[config.mk]
export PLATFORM = sky130hd
export DESIGN_NAME = ncl_th_gate_bank
export DESIGN_NICKNAME = d
export VERILOG_FILES = /design/src/rtl/ncl_pkg.sv /design/src/rtl/ncl_th22_cell.sv /design/src/rtl/ncl_th_gate_bank.sv
export SDC_FILE = /design/constraint.sdc
export NUM_CORES = 1
export LEC_CHECK = 0
export CAP_MARGIN = 40
export CORE_ASPECT_RATIO = 1.75
export CORE_MARGIN = 3
export CORE_UTILIZATION = 45
export CTS_BUF_LIST = sky130_fd_sc_hd__clkbuf_8
export DETAILED_ROUTE_END_ITERATION = 16
export PLACE_DENSITY_LB_ADDON = 0.15
export SLEW_MARGIN = 20
export SYNTH_ARGS = -nofsm -noshare
export SYNTH_HDL_FRONTEND = slang
export SYNTH_SLANG_ARGS = --single-unit
[constraint.sdc]
create_clock -name clk -period 2.05 [get_ports clk]
set_input_delay 0.41 -clock clk [delete_from_list [all_inputs] [get_ports clk]]
set_output_delay 0.41 -clock clk [all_outputs]
set_load 0.02 [all_outputs]
[src/rtl/ncl_pkg.sv]
// Shared NCL definitions: rail encodings and the C-element next-state rule.
package ncl_pkg;

    localparam logic NCL_NULL = 1'b0;
    localparam logic NCL_DATA = 1'b1;

    // Output sets when both inputs are DATA, clears when both are NULL,
    // and holds otherwise.
    function automatic logic th22_next(input logic a, input logic b, input logic y);
        return (a & b) | (y & (a | b));
    endfunction

endpackage

[src/rtl/ncl_th22_cell.sv]
// One-bit registered C-element (TH22) with an optional synchronous NULL-clear.
// With init tied low this cell is a plain TH22; wired to the bank init it is TH22N.
module ncl_th22_cell
    import ncl_pkg::*;
(
    input  logic clk,
    input  logic rst_n,
    input  logic init,
    input  logic a,
    input  logic b,
    output logic y
);

    logic y_d;
    logic y_q;

    // Next state: init forces NULL ahead of any DATA on the inputs.
    always_comb begin
        y_d = th22_next(a, b, y_q);
        if (init) y_d = NCL_NULL;
    end

    // State flop; reset leaves the gate holding NULL.
    always_ff @(posedge clk or negedge rst_n) begin
        if (!rst_n) y_q <= NCL_NULL;
        else        y_q <= y_d;
    end

    assign y = y_q;

endmodule

[src/rtl/ncl_th_gate_bank.sv]
// Bank of WIDTH independent NCL gate lanes: TH12, TH22 and TH22N, plus
// registered DATA/NULL completion flags that line up with th22_y.
module ncl_th_gate_bank
    import ncl_pkg::*;
#(
    parameter int WIDTH = 32
) (
    input  logic             clk,
    input  logic             rst_n,
    input  logic             init,
    input  logic [WIDTH-1:0] a,
    input  logic [WIDTH-1:0] b,
    output logic [WIDTH-1:0] th12_y,
    output logic [WIDTH-1:0] th22_y,
    output logic [WIDTH-1:0] th22n_y,
    output logic             th22_all1,
    output logic             th22_all0
);

    logic [WIDTH-1:0] th12_d, th12_q;
    logic [WIDTH-1:0] th22_nxt;
    logic             all1_d, all1_q;
    logic             all0_d, all0_q;

    // TH22 and TH22N lanes; TH22 never sees init.
    for (genvar i = 0; i < WIDTH; i++) begin : g_lane
        ncl_th22_cell u_th22 (
            .clk   (clk),
            .rst_n (rst_n),
            .init  (1'b0),
            .a     (a[i]),
            .b     (b[i]),
            .y     (th22_y[i])
        );
        ncl_th22_cell u_th22n (
            .clk   (clk),
            .rst_n (rst_n),
            .init  (init),
            .a     (a[i]),
            .b     (b[i]),
            .y     (th22n_y[i])
        );
    end

    // Completion is taken from the value about to load into th22_y, so the
    // flags are coincident with the TH22 state rather than a cycle late.
    always_comb begin
        th12_d = a | b;
        for (int i = 0; i < WIDTH; i++)
            th22_nxt[i] = th22_next(a[i], b[i], th22_y[i]);
        all1_d = &th22_nxt;
        all0_d = ~|th22_nxt;
    end

    // TH12 lanes and completion flags; reset state means "all NULL".
    always_ff @(posedge clk or negedge rst_n) begin
        if (!rst_n) begin
            th12_q <= '0;
            all1_q <= 1'b0;
            all0_q <= 1'b1;
        end else begin
            th12_q <= th12_d;
            all1_q <= all1_d;
            all0_q <= all0_d;
        end
    end

    assign th12_y    = th12_q;
    assign th22_all1 = all1_q;
    assign th22_all0 = all0_q;

endmodule

==> results of run 1 <==
[where the power goes]
part	total [W]	switching, W	leakage (nW)	internal, W
Sequential	0.00215	0.0000830	1.15	0.00207
Clock	0.00110	0.000637	0.0892	0.000464
Combinational	0.000953	0.000476	1.09	0.000476
[state kept, by name, indices dropped and copies added, names as in the netlist]
name and flops:
th22_all1 1, th22_all0 1, g_lane.u_th22n.y 32, g_lane.u_th22.y 32
th12_y 32
[cell families after synthesis]
kind of cell / after synthesis
adders and majority gates: 19
DFF: 98
and+or+nand+nor: 120
buffers and inverters: 67
AOI/OAI and AO/OA: 81
[metal layers]
layer	vias up	GRT usage, %	wire, um
li1	1518	-	-
met1	1496	23.6	3810
met2	100	34.2	5350
met3	15	5.99	703
met4	0	8.37	208
met5	-	0	0
[placed cells by master, fill, tap and decap left out, drive strengths merged, types with 2 or more instances in the layout]
cell type,count
or2,32
and4,2
buf,21
nand4,10
nand2,49
maj3,19
clkinv,3
a21oi,40
nor2,14
nor4,9
o21ai,40
or4,2
clkdlybuf4s50,163
clkinvlp,2
clkbuf,10
dfrtp,97
[what timing repair did]
item / in CTS / in global routing
hold endpoints to repair: 0 / 0
endpoints found under the setup margin: 0 / 1
resized for setup: 0 / 1
[path summary, 6_finish.rpt]
| kind | from | endpoint | slack, ps | depth (start not counted) |
|---|---|---|---|---|
| min reg2reg | g_lane[31].u_th22n.y$_DFF_PN0_ | g_lane[31].u_th22n.y$_DFF_PN0_ | 540 | 2 |
| max in group asynchronous | rst_n | th12_y[17]$_DFF_PN0_ | 1560 | 2 |
| min | rst_n | g_lane[11].u_th22n.y$_DFF_PN0_ | 100 | 2 |
| max | a[11] | th22_all0$_DFF_PN1_ | 130 | 5 |
| min in group clk | g_lane[31].u_th22n.y$_DFF_PN0_ | g_lane[31].u_th22n.y$_DFF_PN0_ | 540 | 2 |
| max reg2reg | g_lane[11].u_th22.y$_DFF_PN0_ | th22_all0$_DFF_PN1_ | 260 | 4 |
[metrics by stage]
stage / setup WS (ps) / total power (W)
global placement: -307 / 0.00313
global route: 72.7 / 0.00442
finish: 127 / 0.00420
floorplan: 362 / 0.00269
CTS: 74.8 / 0.00426
detailed placement: -300 / 0.00315
[layout make-up]
type	instances	area, sq um	share of cell area [%]
repair buffers	184	1800	31.1
clock buffers	10	138	2.38
well taps	117	146	2.53
multi-input cells	220	1210	21.0
flip-flops and latches	98	2450	42.4
clock inverters	6	33.8	0.584
==> qor.csv, run 1 <==
stage;metric;value;unit
placed_design;buffers added on ports;164;
yosys;synthesized instance count;385;
placed_design;cell count after placement;619;
detailed_routing;DR vias/cell;4.93;
yosys;post-synthesis area per instance;10.8;sq um
detailed_routing;overall via count from detail_route;3129;
yosys;library cell with the largest summed area after synthesis;dfrtp_1;
placed_design;dpl cell area;5610;sq um
clock_tree;number of CTS-inserted buffers;9;
detailed_routing;TritonRoute pass-1 iters;4;
layout;fillers;750;
clock_tree;maximum buffer depth of the clock tree;2;
worst_setup_path;family of cells with the greatest summed delay on the critical path;simple AND/OR/NAND/NOR gates;
yosys;share of the yosys chip area belonging to registers;59.1;%
layout;Layout Nets;580;
placed_design;half-perimeter wire length after detailed placement;7.67;mm
detailed_routing;Remaining DRCs;0;
clock_tree;TritonCTS clock tree;done;
yosys;top_reg_cell synth;dfrtp_1;
timing;normalized max-slew margin;65.5;%
timing;crit share post-route;93.8;%
detailed_routing;initial DRC count;138;
yosys;most used standard cell by instance count after synthesis;dfrtp_1;
worst_setup_path;critical path data required time;2340;ps
timing;Clock Skew;4.98;ps
yosys;mux cell area share after synthesis;0;%
worst_setup_path;kind of end point of the critical path;flop;
detailed_routing;post-route ant nets;0;
yosys;arithmetic-cell share of the synthesized area counting full adders, half adders and majority gates;4.67;%
worst_setup_path;Largest stage delay, worst path;550;ps
detailed_routing;Detailed Route WL;10.1;mm
worst_setup_path;sort of element at the start of the critical path;input port;
timing;final number of hold-violating endpoints;0;
floorplan;die outline height;133;um
timing;Post-Route Hold Slack;96.6;ps
clock_tree;clock latency on the worst-skew pair;360;ps
clock_tree;clock slew seen by the registers of the worst setup and hold paths;90;ps
yosys;Cell variety after synth;19;
layout;proportion of layout cells with a drive suffix above 1;14.5;%
clock_tree;Setup Buffers After CTS;0;
yosys;total nets after synthesis;452;
layout;antenna cells;0;
floorplan;initial core utilization;47.0;%
timing;Worst Tran Pin Value;518;ps
floorplan;number of primary I/O pins;165;
grt;largest net degree at the start of global routing;99;
detailed_routing;average routed wire per standard cell;15.9;um
yosys;commonest cells in the synthesized netlist;dfrtp_1 (97), buf_4 (64), nand2_1 (49);
layout;Layout Cells excl Fill;635;
yosys;Synth Area in XOR/XNOR;0;%
hold_path;Worst Hold Class;input port to asynchronous set/reset pin;
status;outcome;completed;
timing;achievable clock frequency;0.520;GHz
grt;number of global-route vias before repair;3164;
placed_design;Final Wtd Congestion;0.804;
yosys;complex-gate fraction of the synthesized area;9.80;%
timing;setup repair after global routing missed its margin;false;
grt;wire length of the first global-routing pass;16.2;mm
flow_run;max-cap violation count;0;
floorplan;area enclosed by the die boundary;10500;sq um
layout;growth of design area from synthesis to finish;39.4;%
yosys;area share of and/or/nand/nor cells after synthesis;14.6;%
clock_tree;Clock Sink Count;98;
timing;final-report max-slew violation count;0;
yosys;largest cells by area after synthesis;dfrtp_1 (58%), buf_4 (12%), a21oi_1 (4.8%), o21ai_0 (4.8%), or2_2 (4.8%);
yosys;total standard cell area after synthesis;4150;sq um
yosys;synth warn;0;
yosys;top-area cell type share of the netlist area;58.5;%
power;Worst IR Drop VDD;0.000469;V
layout;core occupancy in the finished layout;65.4;%
clock_tree;clock root buffer;clkbuf_8;
worst_setup_path;Critical Path Fanout Max;4;
floorplan;width of the die;78.6;um
power;standby leakage power;2.32;nW
yosys;number of enable-type register cells in the synthesized netlist;0;
clock_tree;maximum level of the CTS H-tree;3;
worst_setup_path;arrival time at the worst endpoint;2210;ps
worst_setup_path;buffers plus inverters on the worst setup path;1;
yosys;fraction of registers with async set/reset;100;%
clock_tree;cts hold-fix bufs;0;
floorplan;placement row count;45;
worst_setup_path;Critical Path Slowest Stage Cell;or4_1;
worst_setup_path;worst-path cell chain;clkdlybuf4s50_1 -> maj3_2 -> or4_1 -> or3_1 -> nor3_2;
grt;final global-route overflow total;0;
grt;antenna violations before repair;0;
layout;Finished Cell Area;5790;sq um
yosys;Yosys reg bits;98;
timing;post-route setup TNS;0;ps
floorplan;Std-Cell Core Area;8840;sq um
power;Pwr Density;726;nW/um^2
grt;All-Layer GR Usage;20.2;%
timing;fin crit period;1920;ps
worst_setup_path;type of the setup path with the least slack;input port to flop;
yosys;largest family of logic cells by synthesized area;simple AND/OR/NAND/NOR gates;
timing;Setup Viol. Count Final;0;
(Power assumes the default switching activity.)
==> run 2: changes to the inputs <==
==> constraint.sdc (replaced) <==
create_clock -name clk -period 2.05 [get_ports clk]
set_input_delay 0.41 -clock clk [delete_from_list [all_inputs] [get_ports clk]]
set_output_delay 0.41 -clock clk [all_outputs]
set_load 0.1 [all_outputs]
==> qor.csv, run 2 (synthesized netlist as in run 1, its figures left out) <==
stage;metric;value;unit;change
layout;growth of design area from synthesis to finish;34.5;%;was 39.4%
timing;fin crit period;1930;ps;was 1920 ps
placed_design;post-placement worst setup slack;-354;ps;was -300 ps
detailed_routing;overall via count from detail_route;3113;;was 3129
grt;wire length of the first global-routing pass;16.2;mm;about the same
clock_tree;maximum level of the CTS H-tree;3;;unchanged
clock_tree;clock root buffer;clkbuf_8;;unchanged
clock_tree;Setup Buffers After CTS;0;;unchanged
layout;fillers;791;;was 750
flow_run;max-cap violation count;0;;unchanged
timing;setup repair after global routing missed its margin;false;;unchanged
timing;final-report max-slew violation count;0;;unchanged
power;Worst IR Drop VDD;0.000501;V;was 0.000469 V
status;outcome;completed;;unchanged
power;standby leakage power;2.45;nW;was 2.32 nW
timing;crit share post-route;93.9;%;was 93.8%
layout;antenna cells;0;;unchanged
worst_setup_path;type of the setup path with the least slack;input port to flop;;unchanged
layout;Layout Nets;583;;was 580
layout;commonest non-fill, non-tap cell in the layout;buf_4;;was clkdlybuf4s50_1
clock_tree;number of CTS-inserted buffers;9;;unchanged
worst_setup_path;kind of end point of the critical path;flop;;unchanged
floorplan;placement row count;45;;unchanged
detailed_routing;initial DRC count;120;;was 138
floorplan;area enclosed by the die boundary;10500;sq um;unchanged
grt;met2 Track Usage GR;35.1;%;was 34.2%
clock_tree;TritonCTS clock tree;done;;unchanged
timing;Worst Tran Pin Value;503;ps;was 518 ps
layout;commonest cells after routing, fill and taps aside;buf_4 (120), dfrtp_1 (97), clkdlybuf4s50_1 (65), nand2_1 (49);;was clkdlybuf4s50_1 (163), dfrtp_1 (97), nand2_1 (49), o21ai_0 (40), a21oi_1 (40)
grt;final global-route overflow total;0;;unchanged
grt;antenna violations before repair;0;;unchanged
grt;met3 Usage GRT;4.29;%;was 5.99%
floorplan;die outline height;133;um;unchanged
clock_tree;clock slew seen by the registers of the worst setup and hold paths;90;ps;about the same
detailed_routing;Detailed Route WL;10.0;mm;was 10.1 mm
timing;worst setup margin;125;ps;was 127 ps
placed_design;buffers added on ports;164;;unchanged
timing;achievable clock frequency;0.519;GHz;was 0.520 GHz
floorplan;width of the die;78.6;um;unchanged
timing;Clock Skew;8.07;ps;was 4.98 ps
grt;number of global-route vias before repair;3168;;was 3164
grt;met1 layer usage reported by global route;23.6;%;about the same
detailed_routing;post-route ant nets;0;;unchanged
power;post-layout power;0.00508;W;was 0.00420 W
placed_design;half-perimeter wire length after detailed placement;7.89;mm;was 7.67 mm
layout;proportion of layout cells with a drive suffix above 1;33.4;%;was 14.5%
clock_tree;maximum buffer depth of the clock tree;2;;unchanged
timing;normalized max-slew margin;66.4;%;was 65.5%
worst_setup_path;Critical Path Fanout Max;4;;unchanged
grt;All-Layer GR Usage;20.0;%;was 20.2%
power;Pwr Density;909;nW/um^2;was 726 nW/um^2
floorplan;Std-Cell Core Area;8840;sq um;unchanged
detailed_routing;DR vias/cell;4.88;;was 4.93
floorplan;initial core utilization;47.0;%;unchanged
worst_setup_path;critical path data required time;2340;ps;about the same
placed_design;Final Wtd Congestion;0.804;;about the same
detailed_routing;average routed wire per standard cell;15.8;um;was 15.9 um
detailed_routing;TritonRoute pass-1 iters;5;;was 4
detailed_routing;Remaining DRCs;0;;unchanged
clock_tree;clock latency on the worst-skew pair;350;ps;was 360 ps
floorplan;number of primary I/O pins;165;;unchanged
worst_setup_path;sort of element at the start of the critical path;input port;;unchanged
hold_path;Worst Hold Class;input port to asynchronous set/reset pin;;unchanged
grt;most congested layer reported by global routing;met2;;unchanged
timing;Setup Viol. Count Final;0;;unchanged
worst_setup_path;arrival time at the worst endpoint;2210;ps;about the same
timing;final number of hold-violating endpoints;0;;unchanged
grt;largest net degree at the start of global routing;39;;was 99
clock_tree;Clock Sink Count;98;;unchanged
run 2: cell count changes in the layout (fill, tap and decap cells not counted), sizes merged:
cell           previous run  this run
clkinvlp                  2         0
clkbuf                   10         9
buf                      21       122
bufinv                    0         1
inv                       1         3
clkdlybuf4s50           163        65
run 2: routing by layer:
layer / routed length [um] / share of wire (%) / vias to the layer above
met5: 0 / 0 / -
met1: 3890 / 39 / 1482
li1: - / - / 1516
met3: 547 / 5.4 / 13
met4: 184 / 1.8 / 0
met2: 5430 / 54 / 102
run 2: critical path, cell delays in order:
cell and delay (ps):
clkdlybuf4s50_1 460, maj3_2 330, or4_1 570, or3_1 340, nor3_2 110
run 2: report_power, final:
| group | internal, W | switching [W] |
|---|---|---|
| clock network | 0.000546 | 0.000625 |
| registers | 0.00207 | 0.0000858 |
| logic | 0.000427 | 0.00133 |
| total | 0.00304 | 0.00204 |
run 2: final timing paths:
check / startpoint / to / slack [ps] / depth (start not counted)
setup / recovery: a[11] / th22_all0$_DFF_PN1_ / 120 / 5
hold / removal: rst_n / g_lane[11].u_th22n.y$_DFF_PN0_ / 8 / 1
hold reg to reg: g_lane[30].u_th22n.y$_DFF_PN0_ / g_lane[30].u_th22n.y$_DFF_PN0_ / 540 / 2
min in group clk: g_lane[30].u_th22n.y$_DFF_PN0_ / g_lane[30].u_th22n.y$_DFF_PN0_ / 540 / 2
max in group asynchronous: rst_n / g_lane[9].u_th22n.y$_DFF_PN0_ / 1400 / 2
setup reg to reg: g_lane[8].u_th22.y$_DFF_PN0_ / th22_all0$_DFF_PN1_ / 250 / 4
run 2: what timing repair did:
action,CTS,global route
endpoints found under the hold margin,0,0
gates resized for setup,0,1
setup endpoints to repair,0,1
hold buffers,0,0
run 2: final cells by class:
cell class | instances | area [sq um] | share of cell area [%]
tap | 117 | 146 | 2.62
timing repair buffer | 187 | 1590 | 28.5
sequential | 98 | 2450 | 43.9
clock buffer | 9 | 124 | 2.22
clock inverter | 7 | 56.3 | 1.01
multi-input combinational | 220 | 1210 | 21.7
run 2: stage by stage:
step	hold slack, ps	TNS, ps	instance area [sq um]	util, %	cells
after floorplan	114	0	4150	-	385
after global placement	406	-548	5400	61.1	622
after detailed placement	415	-597	5400	61.1	622
after CTS	19.7	0	5580	63.1	638
after global routing	30.1	0	5580	63.2	638
final	8.17	0	5580	63.2	638
